--- src/rtl/router_pkg.sv ---
// router_pkg: shared defaults, FSM strobe decode and parity helper for the
// router packet register stage.
package router_pkg;

    localparam int DEF_DATA_W     = 8;
    localparam int DEF_ADDR_W     = 2;
    localparam int DEF_NUM_PORTS  = 3;
    localparam int DEF_HOLD_DEPTH = 2;
    localparam int PAR_MAX_W      = 32;

    // Decoded FSM strobe, one value per router FSM state that drives this stage
    typedef enum logic [2:0] {
        MODE_IDLE    = 3'd0,
        MODE_RST_INT = 3'd1,
        MODE_DETECT  = 3'd2,
        MODE_LFD     = 3'd3,
        MODE_LOAD    = 3'd4,
        MODE_LAF     = 3'd5,
        MODE_FULL    = 3'd6
    } strobe_mode_e;

    // Running XOR parity accumulate; callers size-cast to their byte width
    function automatic logic [PAR_MAX_W-1:0] xor_parity(
        input logic [PAR_MAX_W-1:0] acc,
        input logic [PAR_MAX_W-1:0] data
    );
        return acc ^ data;
    endfunction

endpackage

--- src/rtl/router_hold_buf.sv ---
// router_hold_buf: small synchronous FIFO absorbing bytes while the
// destination FIFO is full. Pointers wrap modulo DEPTH; flags are registered.
module router_hold_buf #(
    parameter int DATA_W = 8,
    parameter int DEPTH  = 2
) (
    input  logic              clock,
    input  logic              resetn,
    input  logic              i_push,
    input  logic              i_pop,
    input  logic              i_flush,
    input  logic [DATA_W-1:0] i_din,
    output logic [DATA_W-1:0] o_head,
    output logic              o_full,
    output logic              o_empty
);
    localparam int PTR_W = (DEPTH > 1) ? $clog2(DEPTH) : 1;
    localparam int CNT_W = $clog2(DEPTH + 1);
    localparam logic [PTR_W-1:0] LAST_PTR = PTR_W'(DEPTH - 1);
    localparam logic [CNT_W-1:0] FULL_CNT = CNT_W'(DEPTH);

    logic [DATA_W-1:0] r_mem [DEPTH];
    logic [PTR_W-1:0]  r_wr_ptr;
    logic [PTR_W-1:0]  r_rd_ptr;
    logic [CNT_W-1:0]  r_count;
    logic [CNT_W-1:0]  w_count_nxt;
    logic              r_full;
    logic              r_empty;
    logic              w_do_push;
    logic              w_do_pop;

    function automatic logic [PTR_W-1:0] ptr_inc(input logic [PTR_W-1:0] p);
        return (p == LAST_PTR) ? {PTR_W{1'b0}} : p + PTR_W'(1);
    endfunction

    // A full buffer still accepts a push when the head leaves in the same cycle
    assign w_do_pop  = i_pop && !r_empty;
    assign w_do_push = i_push && (!r_full || w_do_pop);

    // Next occupancy from push/pop/flush
    always_comb begin
        w_count_nxt = r_count;
        if (i_flush) begin
            w_count_nxt = {CNT_W{1'b0}};
        end else begin
            case ({w_do_push, w_do_pop})
                2'b10:   w_count_nxt = r_count + CNT_W'(1);
                2'b01:   w_count_nxt = r_count - CNT_W'(1);
                default: w_count_nxt = r_count;
            endcase
        end
    end

    // Storage, pointers and registered full/empty flags
    always_ff @(posedge clock or negedge resetn) begin
        if (!resetn) begin
            for (int i = 0; i < DEPTH; i++) begin
                r_mem[i] <= {DATA_W{1'b0}};
            end
            r_wr_ptr <= {PTR_W{1'b0}};
            r_rd_ptr <= {PTR_W{1'b0}};
            r_count  <= {CNT_W{1'b0}};
            r_full   <= 1'b0;
            r_empty  <= 1'b1;
        end else begin
            r_count <= w_count_nxt;
            r_full  <= (w_count_nxt == FULL_CNT);
            r_empty <= (w_count_nxt == {CNT_W{1'b0}});
            if (i_flush) begin
                r_wr_ptr <= {PTR_W{1'b0}};
                r_rd_ptr <= {PTR_W{1'b0}};
            end else begin
                if (w_do_push) begin
                    r_mem[r_wr_ptr] <= i_din;
                    r_wr_ptr        <= ptr_inc(r_wr_ptr);
                end
                if (w_do_pop) begin
                    r_rd_ptr <= ptr_inc(r_rd_ptr);
                end
            end
        end
    end

    assign o_head  = r_mem[r_rd_ptr];
    assign o_full  = r_full;
    assign o_empty = r_empty;

endmodule

--- src/rtl/router_reg_param.sv ---
// router_reg_param: router packet register stage. Latches and validates the
// header, forwards header/payload bytes to the FIFO write side through a hold
// buffer, and checks XOR parity. Defining ROUTER_REG_LEN_CHK_EN adds the
// payload length check against the length field of the header.
module router_reg_param
    import router_pkg::*;
#(
    parameter int DATA_W     = DEF_DATA_W,
    parameter int ADDR_W     = DEF_ADDR_W,
    parameter int NUM_PORTS  = DEF_NUM_PORTS,
    parameter int HOLD_DEPTH = DEF_HOLD_DEPTH
) (
    input  logic              clock,
    input  logic              resetn,
    input  logic              pkt_valid,
    input  logic [DATA_W-1:0] data_in,
    input  logic              fifo_full,
    input  logic              rst_int_reg,
    input  logic              detect_add,
    input  logic              lfd_state,
    input  logic              ld_state,
    input  logic              full_state,
    input  logic              laf_state,
    output logic [DATA_W-1:0] dout,
    output logic              dout_valid,
    output logic              hold_full,
    output logic              hold_empty,
    output logic              parity_done,
    output logic              low_pkt_valid,
    output logic              err,
    output logic              len_err
);
    localparam logic [31:0] NUM_PORTS_U = 32'(NUM_PORTS);

    strobe_mode_e      w_mode;
    logic              w_addr_ok;
    logic              w_is_load;
    logic              w_push;
    logic              w_pop;
    logic              w_drop;
    logic              w_flush;
    logic              w_hold_full;
    logic              w_hold_empty;
    logic [DATA_W-1:0] w_head;

    logic [DATA_W-1:0] r_header;
    logic [DATA_W-1:0] r_int_parity;
    logic [DATA_W-1:0] r_ext_parity;
    logic [DATA_W-1:0] r_dout;
    logic              r_dout_valid;
    logic              r_parity_done;
    logic              r_low_pkt_valid;
    logic              r_err;
`ifdef ROUTER_REG_LEN_CHK_EN
    localparam int LEN_W = DATA_W - ADDR_W;
    logic [LEN_W-1:0]  r_count;
    logic [LEN_W-1:0]  r_len_exp;
    logic              r_len_err;
`endif

    // Collapse the one-hot FSM strobes into a single mode
    always_comb begin
        w_mode = MODE_IDLE;
        if (rst_int_reg) begin
            w_mode = MODE_RST_INT;
        end else if (detect_add) begin
            w_mode = MODE_DETECT;
        end else if (lfd_state) begin
            w_mode = MODE_LFD;
        end else if (ld_state) begin
            w_mode = MODE_LOAD;
        end else if (laf_state) begin
            w_mode = MODE_LAF;
        end else if (full_state) begin
            w_mode = MODE_FULL;
        end else begin
            w_mode = MODE_IDLE;
        end
    end

    assign w_addr_ok = (32'(data_in[ADDR_W-1:0]) < NUM_PORTS_U);
    assign w_is_load = (w_mode == MODE_LOAD);
    assign w_flush   = (w_mode == MODE_RST_INT);
    // Once anything is held, new bytes queue behind it to keep byte order
    assign w_pop  = !w_hold_empty &&
                    ((w_mode == MODE_LAF) || (w_is_load && !fifo_full));
    assign w_push = w_is_load && (fifo_full || !w_hold_empty);
    assign w_drop = w_push && w_hold_full && !w_pop;

    router_hold_buf #(
        .DATA_W (DATA_W),
        .DEPTH  (HOLD_DEPTH)
    ) u_hold_buf (
        .clock   (clock),
        .resetn  (resetn),
        .i_push  (w_push),
        .i_pop   (w_pop),
        .i_flush (w_flush),
        .i_din   (data_in),
        .o_head  (w_head),
        .o_full  (w_hold_full),
        .o_empty (w_hold_empty)
    );

    // Header capture, byte forwarding, parity/length tracking and status flags
    always_ff @(posedge clock or negedge resetn) begin
        if (!resetn) begin
            r_header        <= {DATA_W{1'b0}};
            r_int_parity    <= {DATA_W{1'b0}};
            r_ext_parity    <= {DATA_W{1'b0}};
            r_dout          <= {DATA_W{1'b0}};
            r_dout_valid    <= 1'b0;
            r_parity_done   <= 1'b0;
            r_low_pkt_valid <= 1'b0;
            r_err           <= 1'b0;
`ifdef ROUTER_REG_LEN_CHK_EN
            r_count         <= {LEN_W{1'b0}};
            r_len_exp       <= {LEN_W{1'b0}};
            r_len_err       <= 1'b0;
`endif
        end else begin
            r_dout_valid <= 1'b0;
            // Status checks run the cycle after the parity byte is captured
            if (r_parity_done) begin
                r_err <= r_err | (r_int_parity != r_ext_parity);
`ifdef ROUTER_REG_LEN_CHK_EN
                r_len_err <= (r_count != r_len_exp);
`endif
            end
            case (w_mode)
                MODE_RST_INT: begin
                    r_low_pkt_valid <= 1'b0;
                end
                MODE_DETECT: begin
                    if (pkt_valid && w_addr_ok) begin
                        r_header <= data_in;
`ifdef ROUTER_REG_LEN_CHK_EN
                        r_len_exp <= data_in[DATA_W-1:ADDR_W];
`endif
                    end
                    r_int_parity  <= {DATA_W{1'b0}};
                    r_ext_parity  <= {DATA_W{1'b0}};
                    r_parity_done <= 1'b0;
                    r_err         <= 1'b0;
`ifdef ROUTER_REG_LEN_CHK_EN
                    r_count       <= {LEN_W{1'b0}};
                    r_len_err     <= 1'b0;
`endif
                end
                MODE_LFD: begin
                    r_dout       <= r_header;
                    r_dout_valid <= 1'b1;
                    r_int_parity <= DATA_W'(xor_parity(PAR_MAX_W'(r_int_parity),
                                                       PAR_MAX_W'(r_header)));
                end
                MODE_LOAD: begin
                    if (w_pop) begin
                        r_dout       <= w_head;
                        r_dout_valid <= 1'b1;
                    end else if (!fifo_full) begin
                        r_dout       <= data_in;
                        r_dout_valid <= 1'b1;
                    end
                    if (pkt_valid) begin
                        r_int_parity <= DATA_W'(xor_parity(PAR_MAX_W'(r_int_parity),
                                                           PAR_MAX_W'(data_in)));
`ifdef ROUTER_REG_LEN_CHK_EN
                        if (r_count != {LEN_W{1'b1}}) begin
                            r_count <= r_count + LEN_W'(1);
                        end
`endif
                    end else if (!r_parity_done) begin
                        r_ext_parity    <= data_in;
                        r_parity_done   <= 1'b1;
                        r_low_pkt_valid <= 1'b1;
                    end
                    if (w_drop) begin
                        r_err <= 1'b1;
                    end
                end
                MODE_LAF: begin
                    if (w_pop) begin
                        r_dout       <= w_head;
                        r_dout_valid <= 1'b1;
                    end
                end
                MODE_FULL: begin
                    r_dout_valid <= 1'b0;
                end
                default: begin
                    r_dout_valid <= 1'b0;
                end
            endcase
        end
    end

    assign dout          = r_dout;
    assign dout_valid    = r_dout_valid;
    assign hold_full     = w_hold_full;
    assign hold_empty    = w_hold_empty;
    assign parity_done   = r_parity_done;
    assign low_pkt_valid = r_low_pkt_valid;
    assign err           = r_err;
`ifdef ROUTER_REG_LEN_CHK_EN
    assign len_err       = r_len_err;
`else
    assign len_err       = 1'b0;
`endif

endmodule

--- config.mk ---
export PLATFORM = sky130hd
export DESIGN_NAME = router_reg_param
export DESIGN_NICKNAME = d
export VERILOG_FILES = /design/src/rtl/router_pkg.sv /design/src/rtl/router_hold_buf.sv /design/src/rtl/router_reg_param.sv
export SDC_FILE = /design/constraint.sdc
export NUM_CORES = 1
export LEC_CHECK = 0
export CORE_MARGIN = 5
export CORE_UTILIZATION = 56
export CTS_BUF_LIST = sky130_fd_sc_hd__clkbuf_4 sky130_fd_sc_hd__clkbuf_8 sky130_fd_sc_hd__clkbuf_16
export DETAILED_ROUTE_END_ITERATION = 8
export PLACE_DENSITY = 0.78
export SKIP_LAST_GASP = 1
export SYNTH_ARGS = -nofsm -noshare
export SYNTH_HDL_FRONTEND = slang
export SYNTH_SLANG_ARGS = --single-unit
--- constraint.sdc ---
create_clock -name clock -period 2.4 [get_ports clock]
set_clock_uncertainty 0.15 [all_clocks]
set_input_delay 0.48 -clock clock [delete_from_list [all_inputs] [get_ports clock]]
set_output_delay 0.48 -clock clock [all_outputs]
set_load 0.005 [all_outputs]
==> report_table.html <==
<table>
<tr><th>Metric</th><th>Value</th></tr>
<tr><th colspan="2">Run status</th></tr>
<tr><td>Result of the run</td><td>completed</td></tr>
<tr><th colspan="2">Cells and area</th></tr>
<tr><td># diodes</td><td>0</td></tr>
<tr><td>Final std cells w/o fill</td><td>389</td></tr>
<tr><td>Fillers</td><td>346</td></tr>
<tr><td>Fraction of layout instances using a drive strength above 1</td><td>25.7%</td></tr>
<tr><td>Commonest cells after routing, fill and taps aside</td><td>57 x sky130_fd_sc_hd__dfrtp_1, 27 x sky130_fd_sc_hd__nand2_1, 26 x sky130_fd_sc_hd__buf_4</td></tr>
<tr><td>Area Growth Syn to Fin</td><td>27.7%</td></tr>
<tr><td>Post-layout instance area</td><td>roughly 3700 sq um</td></tr>
<tr><td>Nets@finish</td><td>333</td></tr>
<tr><td>Most frequent standard cell in the layout excluding fill and tap cells</td><td>sky130_fd_sc_hd__dfrtp_1</td></tr>
<tr><th colspan="2">Clocking</th></tr>
<tr><td>Number of buffers on the longest clock path</td><td>2</td></tr>
<tr><td>Root buffer cell</td><td>sky130_fd_sc_hd__clkbuf_8</td></tr>
<tr><td>Deepest level of the CTS H-tree</td><td>3</td></tr>
<tr><td>Clock sink total</td><td>58</td></tr>
<tr><td>Clock tree from TritonCTS</td><td>yes</td></tr>
<tr><td>Number of CTS-inserted buffers</td><td>9</td></tr>
<tr><td>Clock transition at the registers of the reported paths</td><td>around 0.070 ns</td></tr>
<tr><td>Skew-Pair Late Insertion Delay</td><td>0.34 ns</td></tr>
<tr><th colspan="2">Power</th></tr>
<tr><td>PwrDens</td><td>750 nW/um^2</td></tr>
<tr><td>Worst IR Drop VDD</td><td>around 0.00052 V</td></tr>
<tr><td>Static Leak</td><td>between 1.5 and 2 nW</td></tr>
<tr><th colspan="2">Timing</th></tr>
<tr><td>Hold_ws</td><td>0.346 ns</td></tr>
<tr><td>Crit share post-route</td><td>between 90% and 100%</td></tr>
<tr><td>Measured slew at the worst slew-check pin</td><td>0.644 ns</td></tr>
<tr><td>Highest clock rate</td><td>429 MHz</td></tr>
<tr><td>Final-report setup violation count</td><td>0</td></tr>
<tr><td>Minimum period implied by the final worst setup slack</td><td>about 2.3 ns</td></tr>
<tr><td>Unrepaired setup endpoints after global routing</td><td>no</td></tr>
<tr><td>Final hold violation count</td><td>0</td></tr>
<tr><td>Final Slew Violations</td><td>0</td></tr>
<tr><td>Max-Slew Margin vs Limit</td><td>between 50 and 60%</td></tr>
<tr><td>Setup_tns</td><td>0 ns</td></tr>
<tr><th colspan="2">Drt</th></tr>
<tr><td>Detail-routed via count per cell</td><td>5.35</td></tr>
<tr><td>Initial detailed-routing violation count</td><td>98</td></tr>
<tr><td>DRC violation count after routing</td><td>0</td></tr>
<tr><td>Routed vias</td><td>2081</td></tr>
<tr><td>Router iterations before antenna repair</td><td>6</td></tr>
<tr><td>Post-detailed-route wirelength per cell</td><td>approximately 16 microns</td></tr>
<tr><td>Final WL</td><td>between 6000 and 7000 microns</td></tr>
<tr><td>Remaining number of nets flagged by the antenna check after routing</td><td>0</td></tr>
<tr><th colspan="2">Synthesis</th></tr>
<tr><td>Register area share after synthesis</td><td>50.7%</td></tr>
<tr><td>Count of flip-flops with a built-in enable after synthesis</td><td>0</td></tr>
<tr><td>Yosys warning total</td><td>0</td></tr>
<tr><td>Synthesized flop and latch total</td><td>58</td></tr>
<tr><td>Dominant synthesized flop cell</td><td>sky130_fd_sc_hd__dfrtp_1</td></tr>
<tr><td>Total nets after synthesis</td><td>274</td></tr>
<tr><td>Mean post-synth cell area</td><td>11.2 sq um</td></tr>
<tr><td>Count of different cell masters after synthesis</td><td>41</td></tr>
<tr><td>Gate count after technology mapping</td><td>255</td></tr>
<tr><td>Proportion of register bits with asynchronous set or reset after synthesis</td><td>100%</td></tr>
<tr><td>Synth Cell Area</td><td>2870 sq um</td></tr>
<tr><th colspan="2">Global routing</th></tr>
<tr><td>Via count of the first global-routing pass</td><td>~2100</td></tr>
<tr><td>Antenna violations before repair</td><td>0</td></tr>
<tr><td>Total track usage</td><td>about a fifth</td></tr>
<tr><td>Global-route wire length before repair</td><td>10000 microns</td></tr>
<tr><td>Pin count of the biggest net entering global routing</td><td>23</td></tr>
<tr><td>Sum of overflow across all layers after global routing</td><td>0</td></tr>
<tr><th colspan="2">Die</th></tr>
<tr><td>Die Footprint</td><td>6650 sq um</td></tr>
<tr><td>Cell Rows</td><td>26</td></tr>
<tr><td>Effective utilization at floorplan</td><td>a little under three fifths</td></tr>
<tr><td>Die boundary width</td><td>81.5 microns</td></tr>
<tr><td>Height of the die</td><td>81.5 microns</td></tr>
<tr><td>I/O pin total</td><td>33</td></tr>
<tr><td>Area of the core</td><td>5040 sq um</td></tr>
<tr><th colspan="2">Worst setup path</th></tr>
<tr><td>Kind of critical path</td><td>primary input to flop</td></tr>
<tr><td>Worst setup EP type</td><td>flop</td></tr>
<tr><td>Required arrival time at the worst endpoint</td><td>2.53 ns</td></tr>
<tr><td>Slowest stage cell, crit path</td><td>sky130_fd_sc_hd__or3_4</td></tr>
<tr><td>Worst Setup Start Kind</td><td>primary input</td></tr>
<tr><td>Worst Reg-to-Reg Cells</td><td>6</td></tr>
<tr><td>Critical Path Max Stage Delay</td><td>0.42 ns</td></tr>
<tr><td>Ordered list of cells on the worst path</td><td>dlymetal6s2s_1, or3_4, a2111oi_4, ha_2, or3_4, a21oi_4, and2_4</td></tr>
<tr><td>Cell depth of the worst setup path</td><td>7</td></tr>
<tr><td>Family with the most delay on the worst path</td><td>simple AND/OR/NAND/NOR gates</td></tr>
<tr><td>Critical Path Fanout Max</td><td>3</td></tr>
<tr><td>Most frequent cell on the critical path</td><td>sky130_fd_sc_hd__or3_4</td></tr>
<tr><td>Worst path arrival time</td><td>2.46 ns</td></tr>
<tr><td>Buffers and inverters on the worst path</td><td>1</td></tr>
<tr><th colspan="2">Placement</th></tr>
<tr><td>Area after DPL</td><td>3380 sq um</td></tr>
<tr><td>Placed instance count</td><td>roughly 370</td></tr>
<tr><td>Count of input and output buffers</td><td>30</td></tr>
<tr><td>Placer congestion estimate</td><td>0.784</td></tr>
<tr><td>DP Wirelength</td><td>4340 microns</td></tr>
<tr><th colspan="2">Run</th></tr>
<tr><td>Total of max-cap violations</td><td>0</td></tr>
<tr><th colspan="2">Worst hold path</th></tr>
<tr><td>Hold crit path type</td><td>flop to flop</td></tr>
<tr><td>Cell depth of the worst hold path</td><td>1</td></tr>
</table>
## area by class of cell
type	count	area (sq um)	share of cell area [%]
timing repair buffer	58	533	14.6
tap	70	87.6	2.39
inverter	8	30.0	0.821
sequential	58	1450	39.7
clock inverter	4	72.6	1.98
multi-input combinational	179	1320	36.0
clock buffer	12	165	4.51
## path summary, 6_finish.rpt
kind	slack, ns	start	endpoint
min reg2reg	0.35	dout[5]	dout[5]
min	0.35	dout[5]	dout[5]
min in group asynchronous	0.49	resetn	r_ext_parity[3]
max	0.07	rst_int_reg	u_hold_buf.o_full
max in group asynchronous	0.97	resetn	dout[0]
max reg2reg	0.38	u_hold_buf.o_empty	u_hold_buf.o_full
## where the power goes
group | leakage (nW) | switching [W] | total, W | internal [W]
Sequential | 0.747 | 0.0000894 | 0.00120 | 0.00111
Combinational | 0.745 | 0.000208 | 0.000491 | 0.000283
Clock | 0.119 | 0.000384 | 0.00105 | 0.000667
Total | 1.61 | 0.000682 | 0.00275 | 0.00206
## registers in the layout, summed over array words and instances (netlist names)
| register | flops |
|---|---|
| dout_valid | 1 |
| u_hold_buf.r_mem | 16 |
| u_hold_buf.o_empty | 1 |
| low_pkt_valid | 1 |
| u_hold_buf.r_count | 2 |
| r_header | 8 |
| u_hold_buf.r_rd_ptr | 1 |
| r_ext_parity | 8 |
| dout | 8 |
| parity_done | 1 |
| u_hold_buf.r_wr_ptr | 1 |
| err | 1 |
| u_hold_buf.o_full | 1 |
| r_int_parity | 8 |
## routing by layer
metal | global-route usage [%] | routed length, microns | share of wire (%) | vias to the layer above
met5 | 0 | 0 | 0 | -
met4 | 8.61 | 78 | 1.3 | 0
li1 | - | - | - | 1015
met1 | 26.3 | 2650 | 44 | 1015
met3 | 4.61 | 240 | 4.0 | 9
met2 | 32.9 | 3100 | 51 | 42
## cell families after synthesis
family | share of synthesized area [%]
fa+ha+maj | 0.437
xor+xnor | 3.67
buf+inv | 4.02
flops | 50.7
compound gates | 11.5
other cells | 0.131
simple gates | 12.1
mux | 17.4
## synthesized netlist by cell type, types with 2 or more instances
cell	n	share of area, %
sky130_fd_sc_hd__nand2_1	27	3.5
sky130_fd_sc_hd__a21oi_1	26	4.5
sky130_fd_sc_hd__mux2i_1	25	8.7
sky130_fd_sc_hd__inv_1	8	1.0
sky130_fd_sc_hd__buf_2	3	0.52
sky130_fd_sc_hd__dfrtp_1	57	50
sky130_fd_sc_hd__nand4_1	2	0.44
sky130_fd_sc_hd__buf_6	4	1.6
sky130_fd_sc_hd__o32a_1	8	2.8
sky130_fd_sc_hd__mux2_2	22	8.6
sky130_fd_sc_hd__xnor2_1	11	3.4
sky130_fd_sc_hd__nand2b_1	2	0.44
sky130_fd_sc_hd__nor2_1	22	2.9
sky130_fd_sc_hd__o21ai_0	11	1.9
## timing repair
item                                   CTS  global route
buffers inserted                         0             0
cloned                                   0             0
setup endpoints to repair                3             2
resized for setup                        2             9
hold buffers                             1             0
pin swaps                                3             6
endpoints found under the hold margin   19             0
## metrics by stage
stage	setup WS, ns	util (%)	power, W
2_1_floorplan	0.0168	-	0.00145
3_3_place_gp	-0.421	67.0	0.00169
3_5_place_dp	-0.498	67.0	0.00171
4_1_cts	0.00691	72.0	0.00277
5_1_grt	0.0156	72.6	0.00288
6_report	0.0680	72.6	0.00275
## worst register-to-register path, stage by stage (launching register included)
cell and delay [ns]:
sky130_fd_sc_hd__dfstp_2 0.59, sky130_fd_sc_hd__mux2i_1 0.10, sky130_fd_sc_hd__nand2_1 0.11, sky130_fd_sc_hd__ha_2 0.28, sky130_fd_sc_hd__or3_4 0.41, sky130_fd_sc_hd__a21oi_4 0.18, sky130_fd_sc_hd__and2_4 0.15
Power figures use the tool's default switching activity.
